<file path="src/rtl/gray_conv_scheduler.sv">
// gray_conv_scheduler: four-requester round-robin front end for a shared
// binary<->Gray converter. One operation is in flight at a time.
//   clk, rst_n          : clock, asynchronous active-low reset
//   req_valid/req_mode  : per-requester request valid / mode (0 b2g, 1 g2b)
//   req_data            : packed operands, requester k in [k*N +: N]
//   req_ready           : one-hot grant, only in IDLE
//   rsp_valid/rsp_ready : result handshake
//   rsp_id/mode/data    : owner, mode and converted value of the result
//   busy                : high whenever not IDLE
module gray_conv_scheduler #(
    parameter int unsigned N = 4
) (
    input  logic             clk,
    input  logic             rst_n,
    input  logic [3:0]       req_valid,
    input  logic [3:0]       req_mode,
    input  logic [4*N-1:0]   req_data,
    output logic [3:0]       req_ready,
    output logic             rsp_valid,
    input  logic             rsp_ready,
    output logic [1:0]       rsp_id,
    output logic             rsp_mode,
    output logic [N-1:0]     rsp_data,
    output logic             busy
);

    localparam int unsigned CW = (N > 2) ? $clog2(N - 1) : 1;

    typedef enum logic [1:0] {
        S_IDLE    = 2'd0,
        S_CONVERT = 2'd1,
        S_RESP    = 2'd2
    } state_e;

    state_e         state_q, state_d;
    logic [1:0]     rr_ptr_q, rr_ptr_d;
    logic [CW-1:0]  cnt_q, cnt_d;
    logic [N-1:0]   res_q, res_d;
    logic           mode_q, mode_d;
    logic [1:0]     id_q, id_d;

    logic           gnt_any;
    logic [1:0]     gnt_id;
    logic [1:0]     scan_idx;
    logic [N-1:0]   gnt_data;

    // State register
    always_ff @(posedge clk or negedge rst_n) begin
        if (!rst_n) begin
            state_q <= S_IDLE;
        end else begin
            state_q <= state_d;
        end
    end

    // Datapath and arbitration registers
    always_ff @(posedge clk or negedge rst_n) begin
        if (!rst_n) begin
            rr_ptr_q <= '0;
            cnt_q    <= '0;
            res_q    <= '0;
            mode_q   <= 1'b0;
            id_q     <= '0;
        end else begin
            rr_ptr_q <= rr_ptr_d;
            cnt_q    <= cnt_d;
            res_q    <= res_d;
            mode_q   <= mode_d;
            id_q     <= id_d;
        end
    end

    // Next-state and datapath update
    always_comb begin
        state_d  = state_q;
        rr_ptr_d = rr_ptr_q;
        cnt_d    = cnt_q;
        res_d    = res_q;
        mode_d   = mode_q;
        id_d     = id_q;
        gnt_data = '0;
        for (int k = 0; k < 4; k++) begin
            if (2'(k) == gnt_id) begin
                gnt_data = req_data[k*N +: N];
            end
        end

        unique case (state_q)
            S_IDLE: begin
                // gnt_any implies the granted requester is valid: accept now.
                // res holds the raw operand; g2b resolves it in place.
                if (gnt_any) begin
                    res_d   = gnt_data;
                    mode_d  = req_mode[gnt_id];
                    id_d    = gnt_id;
                    cnt_d   = '0;
                    state_d = S_CONVERT;
                end
            end
            S_CONVERT: begin
                if (!mode_q) begin
                    res_d   = res_q ^ (res_q >> 1);
                    state_d = S_RESP;
                end else begin
                    // Bit N-2-cnt resolves against the already-resolved bit above it.
                    for (int i = 0; i < int'(N) - 1; i++) begin
                        if (CW'(int'(N) - 2 - i) == cnt_q) begin
                            res_d[i] = res_q[i] ^ res_q[i+1];
                        end
                    end
                    cnt_d = cnt_q + CW'(1);
                    if (cnt_q == CW'(N - 2)) begin
                        state_d = S_RESP;
                    end
                end
            end
            S_RESP: begin
                if (rsp_ready) begin
                    state_d  = S_IDLE;
                    rr_ptr_d = 2'(id_q + 2'd1);
                end
            end
            default: begin
                state_d = S_IDLE;
            end
        endcase
    end

    // Outputs: round-robin grant and result presentation
    always_comb begin
        req_ready = '0;
        gnt_any   = 1'b0;
        gnt_id    = rr_ptr_q;
        scan_idx  = '0;
        if (state_q == S_IDLE && rst_n) begin
            // Scan from farthest to nearest so the closest valid at/after rr_ptr wins.
            for (int k = 3; k >= 0; k--) begin
                scan_idx = 2'(rr_ptr_q + 2'(k));
                if (req_valid[scan_idx]) begin
                    gnt_any = 1'b1;
                    gnt_id  = scan_idx;
                end
            end
            if (gnt_any) begin
                req_ready[gnt_id] = 1'b1;
            end
        end
        busy      = (state_q != S_IDLE);
        rsp_valid = (state_q == S_RESP);
        rsp_id    = id_q;
        rsp_mode  = mode_q;
        rsp_data  = res_q;
    end

endmodule

</file>
<file path="config.mk">
export PLATFORM = sky130hd
export DESIGN_NAME = gray_conv_scheduler
export DESIGN_NICKNAME = d
export VERILOG_FILES = /design/src/rtl/gray_conv_scheduler.sv
export SDC_FILE = /design/constraint.sdc
export NUM_CORES = 1
export LEC_CHECK = 0
export ABC_AREA = 0
export CORE_MARGIN = 1.5
export CORE_UTILIZATION = 48
export DETAILED_ROUTE_END_ITERATION = 8
export PLACE_DENSITY = 0.84
export SLEW_MARGIN = 20
export SYNTH_ARGS = -nofsm -noshare
export SYNTH_HDL_FRONTEND = slang
export SYNTH_SLANG_ARGS = --single-unit
export TNS_END_PERCENT = 30
</file>
<file path="constraint.sdc">
create_clock -name clk -period 7.13 [get_ports clk]
set_clock_uncertainty 0.1 [all_clocks]
set_input_delay 1.7825 -clock clk [delete_from_list [all_inputs] [get_ports clk]]
set_output_delay 1.7825 -clock clk [all_outputs]
set_load 0.01 [all_outputs]
</file>
==> insert_results.sql, run 1 <==
INSERT INTO impl_metrics (metric_group, metric, value, unit) VALUES
('drt', 'detailed_route_drc_error_count', '0', ''),
('worst_setup_path', 'critical_path.startpoint_type', 'input port', ''),
('place', 'place_inst', '196', ''),
('clock_tree', 'clock_transition_at_path_regs', '0.07', 'ns'),
('drt', 'number_of_optimization_iterations_in_the_first_detailed_route_pass', '4', ''),
('synthesis', 'netlist.area_leader.share', '29.1', '%'),
('synthesis', 'yosysSeqAreaShare', '29.1', '%'),
('clock_tree', 'tritoncts_sink_count', '13', ''),
('global_routing', 'grt_first_pass_wirelength', '4910', 'um'),
('clock_tree', 'cts_tree', 'done', ''),
('timing', 'period_minus_slack', '6.17', 'ns'),
('synthesis', 'synth.yosys.warnings', '0', ''),
('worst_setup_path', 'cp-end-kind', 'output port', ''),
('min_path', 'hold_path.class', 'reg -> reg', ''),
('layout', 'mostFrequentLayoutCell', 'sky130_fd_sc_hd__clkdlybuf4s50_1', ''),
('die', 'core', '2210', 'um^2'),
('layout', 'drive_above_1_share', '6.98', '%'),
('worst_setup_path', 'critical_path.endpoint', 'req_ready[2]', ''),
('drt', 'route.detailed.vias_per_inst', '5.86', ''),
('die', 'die-width', '51.3', 'um'),
('timing', 'slew_at_the_pin_closest_to_its_max_slew_limit', '0.535', 'ns'),
('layout', 'final_net_count', '203', ''),
('layout', 'antennaDiodeCount', '0', ''),
('worst_setup_path', 'crit-reg2reg-capture', 'rsp_data[1]', ''),
('timing', 'finalHoldViolCount', '0', ''),
('worst_setup_path', 'crit_fanout', '15', ''),
('layout', 'commonest_non_fill_non_tap_cells_in_the_layout', 'sky130_fd_sc_hd__clkdlybuf4s50_1 (39), sky130_fd_sc_hd__dfrtp_1 (13), sky130_fd_sc_hd__nand2_1 (12), sky130_fd_sc_hd__o21ai_0 (12), sky130_fd_sc_hd__nor2_1 (10)', ''),
('status', 'run_status', 'complete, no violations', ''),
('worst_setup_path', 'arrival', '4.28', 'ns'),
('worst_setup_path', 'worst_ep_required_time', '5.25', 'ns'),
('die', 'rows', '17', ''),
('place', 'rd_place_congestion', '0.850', ''),
('timing', 'report.final.setup_viol', '0', ''),
('layout', 'post_layout_nonfiller_instances', '200', ''),
('worst_setup_path', 'r2r_start', 'state_q[0]', ''),
('clock_tree', 'cts_root_buffer', 'sky130_fd_sc_hd__clkbuf_4', ''),
('synthesis', 'synth_area_leader_cell', 'sky130_fd_sc_hd__dfrtp_1', ''),
('worst_setup_path', 'path_class', 'in -> out', ''),
('die', 'area_of_the_die', '2630', 'um^2'),
('global_routing', 'antenna_violations_before_repair', '0', ''),
('worst_setup_path', 'ff2ff_path_depth', '5', ''),
('synthesis', 'cell_count_after_synthesis', '134', ''),
('clock_tree', 'clockBufferDepth', '2', ''),
('timing', 'achievable-frequency', '162', 'MHz'),
('power', 'pwr_density_cell', '360', 'nW/um^2'),
('timing', 'rsz0062_at_grt', 'false', ''),
('drt', 'dr.first_iter.drc_count', '24', ''),
('clock_tree', 'postCtsResizedCells', '0', ''),
('synthesis', 'synthesis.area', '1120', 'um^2'),
('drt', 'final_ant_viol_nets', '0', ''),
('global_routing', 'largest_net_degree_at_the_start_of_global_routing', '16', ''),
('clock_tree', 'clk_latency', '0.27', 'ns'),
('power', 'total_power', '0.556', 'mW'),
('global_routing', 'globalRouteTotalUtil', '24.5', '%'),
('power', 'leakagePower', '0.647', 'nW'),
('worst_setup_path', 'worstSetupStartpoint', 'rst_n', ''),
('worst_setup_path', 'setup.reg_to_reg.worst_slack', '4.63', 'ns'),
('clock_tree', 'total_setup_buffers_inserted_after_cts', '0', ''),
('drt', 'vias', '1172', ''),
('clock_tree', 'cts.hold.buffers_added', '0', ''),
('die', 'pin_count', '40', ''),
('place', 'numPortBuffers', '39', ''),
('die', 'die_h', '51.3', 'um'),
('place', 'dp_hpwl', '2310', 'um'),
('drt', 'mean_routed_wirelength_per_cell', '14.3', 'um'),
('timing', 'portion_of_the_clock_cycle_consumed_by_the_worst_path_in_the_final_layout', '86.5', '%'),
('power', 'power.ir.vdd_worst', '0.000242', 'V'),
('clock_tree', 'cts-buffers-inserted', '3', ''),
('synthesis', 'postSynthNetCount', '164', ''),
('synthesis', 'post_synthesis_mean_instance_area', '8.35', 'um^2'),
('die', 'initial_utilization', '50.6', '%');
worst min path at each step:
stage | from | endpoint | slack [ns] | cells after the start
after global placement | rsp_id[1] | rsp_id[1] | 0.41 | 2
after global routing | rsp_data[3] | rsp_data[3] | 0.47 | 2
after floorplan | cnt_q[0] | cnt_q[0] | 0.38 | 1
final | rsp_data[3] | rsp_data[3] | 0.44 | 2
after CTS | cnt_q[0] | cnt_q[0] | 0.44 | 1
after detailed placement | rsp_data[3] | rsp_data[3] | 0.42 | 2
cell usage after synthesis, drive strengths merged:
cell / n
and3: 2
o41ai: 2
o221ai: 4
nand2: 12
dfrtp: 13
nand3: 4
o32ai: 1
nor3: 3
a22o: 2
nor2b: 6
a21boi: 1
a32o: 1
a21oi: 2
o21ai: 12
or4: 1
o211a: 2
o31ai: 2
mux2i: 4
a21o: 2
buf: 4
a22oi: 1
nor2: 10
xnor2: 1
nand2b: 3
clkbuf: 3
a211oi: 6
or2: 2
o31a: 4
or3: 1
or3b: 1
inv: 9
ha: 3
a32oi: 2
nor4: 3
nor3b: 3
mux2: 2
layout make-up:
cell class | count | area (um^2)
fillers | 193 | 667
multi-input cells | 105 | 719
repair buffers | 41 | 405
well taps | 28 | 35.0
flip-flops and latches | 13 | 325
inverters | 9 | 33.8
clock buffers | 4 | 26.3
flip-flops by register name (all words and copies together), names as in the netlist:
register	cells
rsp_mode	1
rr_ptr_q	2
state_q	2
rsp_id	2
cnt_q	2
rsp_data	4
routing by layer:
layer  up-vias  global-route usage, %  share of wire (%)  routed length [um]
li1        578                      -                  -                   -
met1       545                   29.7                 43                1250
met2        45                   43.3                 51                1460
met3         4                   6.73                5.2                 149
met4         0                   4.82               0.42                  12
met5         -                      0                  0                   0
stage by stage:
| stage | hold slack (ns) | worst slack [ns] | area, um^2 | utilization (%) |
|---|---|---|---|---|
| floorplan | 0.385 | 2.03 | 1120 | - |
| global placement | 0.406 | 1.04 | 1520 | 68.7 |
| detailed placement | 0.424 | 1.00 | 1520 | 68.7 |
| CTS | 0.443 | 0.975 | 1550 | 69.9 |
| global route | 0.472 | 0.836 | 1550 | 69.9 |
| finish | 0.437 | 0.965 | 1550 | 69.9 |
power breakdown:
part           internal [mW]  switching (mW)
sequential             0.109          0.0510
combinational          0.181           0.170
clock                 0.0217          0.0232
cell families (layout without fill, tap and decap cells):
family | Yosys count | in the layout | share of synthesized area, %
AOI/OAI and AO/OA | 44 | 44 | 30.1
xor gates and xnor gates | 1 | 1 | 0.783
adders and majority gates | 3 | 3 | 3.36
buffers and inverters | 16 | 54 | 6.60
DFF | 13 | 13 | 29.1
muxes | 6 | 6 | 5.59
and+or+nand+nor | 51 | 51 | 24.5
critical path, stage by stage:
cell and delay [ns]:
sky130_fd_sc_hd__clkdlybuf4s50_1 0.48, sky130_fd_sc_hd__buf_4 0.22, sky130_fd_sc_hd__nor3b_1 0.49, sky130_fd_sc_hd__o211a_1 0.34, sky130_fd_sc_hd__or3_1 0.18, sky130_fd_sc_hd__nand2_1 0.10
sky130_fd_sc_hd__nor2_1 0.13, sky130_fd_sc_hd__clkdlybuf4s50_1 0.56
Note: power is estimated with default switching activity, not from simulation.
==> inputs of run 2 (changes only) <==
- CELL_PAD_IN_SITES_DETAIL_PLACEMENT: default -> 0
- CELL_PAD_IN_SITES_GLOBAL_PLACEMENT: default -> 2
- CORE_ASPECT_RATIO: default -> 0.5
- CORE_UTILIZATION: 48 -> 27
- PLACE_DENSITY: 0.84 -> 0.91
==> run 2 against run 1 <==
Effect of this change: sequential share of layout area decreased by 0.68 points; sequential power is essentially flat; via count shrank 2.6%; worst hold slack worse by 0.0092 ns; utilization fell by 29 points; total power is 4.1% higher; count of clock-buffer cells in the layout unchanged; routed wire length increased by 7.3%; combinational power is essentially flat.
==> insert_results.sql, run 2 (synthesis results as in run 1) <==
INSERT INTO impl_metrics (metric_group, metric, value, unit) VALUES
('timing', 'final.setup.worst_slack', '0.962', 'ns'),
('worst_setup_path', 'ff2ff_path_depth', '5', ''),
('worst_setup_path', 'worst_ep_required_time', '5.25', 'ns'),
('clock_tree', 'cts_tree', 'done', ''),
('die', 'die-width', '94.0', 'um'),
('drt', 'detailed_route_drc_error_count', '0', ''),
('global_routing', 'grt_overflow_total', '0', ''),
('job', 'maxCapViolCount', '0', ''),
('timing', 'report.final.setup_viol', '0', ''),
('place', 'pre_cts_ws', '0.948', 'ns'),
('place', 'place_inst', '222', ''),
('clock_tree', 'cts-htree-levels', '1', ''),
('global_routing', 'globalRouteTotalUtil', '14.1', '%'),
('global_routing', 'first_global_vias', '1065', ''),
('timing', 'setup_tns', '0', 'ns'),
('worst_setup_path', 'critical_path.cell_chain', 'clkdlybuf4s50_1 > or3b_1 > o31a_1 > nor3_4 > nand2_1 > nor2_1 > clkdlybuf4s50_1', ''),
('timing', 'period_minus_slack', '6.17', 'ns'),
('worst_setup_path', 'critical_path.endpoint', 'req_ready[3]', ''),
('timing', 'achievable-frequency', '162', 'MHz'),
('die', 'area_of_the_die', '4560', 'um^2'),
('timing', 'slew-limit-headroom', '68.2', '%'),
('clock_tree', 'clock_transition_at_path_regs', '0.05', 'ns'),
('worst_setup_path', 'critPathSlowestCell', 'sky130_fd_sc_hd__clkdlybuf4s50_1', ''),
('timing', 'final_max_slew_viol_count', '0', ''),
('min_path', 'hold_path_startpoint', 'cnt_q[0]', ''),
('drt', 'route.detailed.vias_per_inst', '5.05', ''),
('clock_tree', 'cts-buffers-inserted', '3', ''),
('worst_setup_path', 'critPathMostFrequentCell', 'sky130_fd_sc_hd__clkdlybuf4s50_1', ''),
('timing', 'slew_at_the_pin_closest_to_its_max_slew_limit', '0.476', 'ns'),
('layout', 'mostFrequentLayoutCell', 'sky130_fd_sc_hd__clkdlybuf4s50_1', ''),
('drt', 'dr.first_iter.drc_count', '52', ''),
('layout', 'post_layout_nonfiller_instances', '226', ''),
('clock_tree', 'clk_latency', '0.25', 'ns'),
('min_path', 'hold_path.class', 'reg -> reg', ''),
('drt', 'vias', '1141', ''),
('clock_tree', 'cts.hold.buffers_added', '0', ''),
('layout', 'drive_above_1_share', '6.98', '%'),
('power', 'leakagePower', '0.655', 'nW'),
('global_routing', 'largest_net_degree_at_the_start_of_global_routing', '16', ''),
('worst_setup_path', 'crit_path_max_incr_delay', '0.53', 'ns'),
('worst_setup_path', 'path_class', 'in -> out', ''),
('layout', 'areaGrowthSynthToFinish', '42.7', '%'),
('place', 'rd_place_congestion', '0.797', ''),
('timing', 'portion_of_the_clock_cycle_consumed_by_the_worst_path_in_the_final_layout', '86.5', '%'),
('power', 'power.ir.vdd_worst', '0.000110', 'V'),
('drt', 'final_ant_viol_nets', '0', ''),
('die', 'pin_count', '40', ''),
('worst_setup_path', 'worstSetupStartpoint', 'rst_n', ''),
('layout', 'commonest_non_fill_non_tap_cells_in_the_layout', 'sky130_fd_sc_hd__clkdlybuf4s50_1 (39), sky130_fd_sc_hd__dfrtp_1 (13), sky130_fd_sc_hd__nand2_1 (12), sky130_fd_sc_hd__o21ai_0 (12), sky130_fd_sc_hd__nor2_1 (10)', ''),
('global_routing', 'grt_first_pass_wirelength', '5050', 'um'),
('place', 'dp_hpwl', '2470', 'um'),
('die', 'core', '3940', 'um^2'),
('layout', 'final_core_util', '40.5', '%'),
('die', 'rows', '16', ''),
('place', 'numPortBuffers', '39', ''),
('die', 'die_h', '48.5', 'um'),
('clock_tree', 'clockBufferDepth', '2', ''),
('drt', 'routed_wirelength', '3080', 'um'),
('drt', 'number_of_optimization_iterations_in_the_first_detailed_route_pass', '4', ''),
('drt', 'mean_routed_wirelength_per_cell', '13.6', 'um'),
('worst_setup_path', 'crit_fanout', '7', ''),
('timing', 'finalHoldViolCount', '0', ''),
('die', 'initial_utilization', '28.4', '%'),
('worst_setup_path', 'critical_path.startpoint_type', 'input port', ''),
('layout', 'max_reg_flops', '4', ''),
('worst_setup_path', 'r2r_start', 'state_q[0]', ''),
('clock_tree', 'tritoncts_sink_count', '13', ''),
('clock_tree', 'total_setup_buffers_inserted_after_cts', '0', ''),
('worst_setup_path', 'crit-reg2reg-capture', 'rsp_data[0]', ''),
('global_routing', 'antenna_violations_before_repair', '0', ''),
('worst_setup_path', 'cp-end-kind', 'output port', ''),
('layout', 'final_net_count', '203', ''),
('worst_setup_path', 'arrival', '4.29', 'ns'),
('worst_setup_path', 'setup.reg_to_reg.worst_slack', '4.73', 'ns'),
('timing', 'rsz0062_at_grt', 'false', ''),
('status', 'run_status', 'complete, no violations', ''),
('clock_tree', 'postCtsResizedCells', '0', ''),
('clock_tree', 'cts_root_buffer', 'sky130_fd_sc_hd__clkbuf_8', ''),
('layout', 'antennaDiodeCount', '0', ''),
('power', 'pwr_density_cell', '363', 'nW/um^2');
[run 2: cell types whose count changed in the layout (fill, tap and decap cells not counted)]
cell                       change
sky130_fd_sc_hd__clkbuf_4      -3
sky130_fd_sc_hd__clkbuf_8      +3
[run 2: routing by layer]
| layer | routed length, um | vias up | global-route usage, % |
|---|---|---|---|
| met5 | 0 | - | 0 |
| met4 | 30 | 0 | 3.98 |
| met3 | 156 | 5 | 3.30 |
| met2 | 1380 | 31 | 21.6 |
| met1 | 1510 | 528 | 19.9 |
| li1 | - | 577 | - |
[run 2: metrics by stage]
step                      power [mW]  hold WS, ns  area (um^2)
final                          0.579        0.428         1600
after global routing           0.630        0.473         1600
after CTS                      0.579        0.436         1600
after detailed placement       0.511        0.428         1550
after global placement         0.511        0.416         1550
after floorplan                0.391        0.385         1120
[run 2: report_power, final]
part           switching, mW  internal, mW
clock network         0.0276        0.0396
logic                  0.170         0.181
registers             0.0518         0.109
[run 2: layout make-up]
| type | instances | area (um^2) |
|---|---|---|
| Fill cell | 385 | 2350 |
| Multi-Input combinational cell | 105 | 719 |
| Timing Repair Buffer | 41 | 405 |
| Sequential cell | 13 | 325 |
| Tap cell | 54 | 67.6 |
| Clock buffer | 4 | 45.0 |
| Inverter | 9 | 33.8 |
[run 2: worst min-delay path by stage]
| stage | depth (start not counted) | to |
|---|---|---|
| finish | 1 | cnt_q[0] |
| global route | 2 | rsp_id[1] |
| floorplan | 1 | cnt_q[0] |
| global placement | 1 | cnt_q[0] |
| CTS | 1 | cnt_q[0] |
| detailed placement | 1 | cnt_q[0] |
[run 2: critical path, delay by kind of cell]
kind | cells | cell delay (ns)
and+or+nand+nor | 4 | 1.08
buffers and inverters | 2 | 1.02
AOI/OAI and AO/OA | 1 | 0.40
==> inputs of run 3 (changes only) <==
- CTS_CLUSTER_DIAMETER: default -> 30
==> results of run 3 <==
The final DEF is identical to that of run 2; final timing and power are the same.
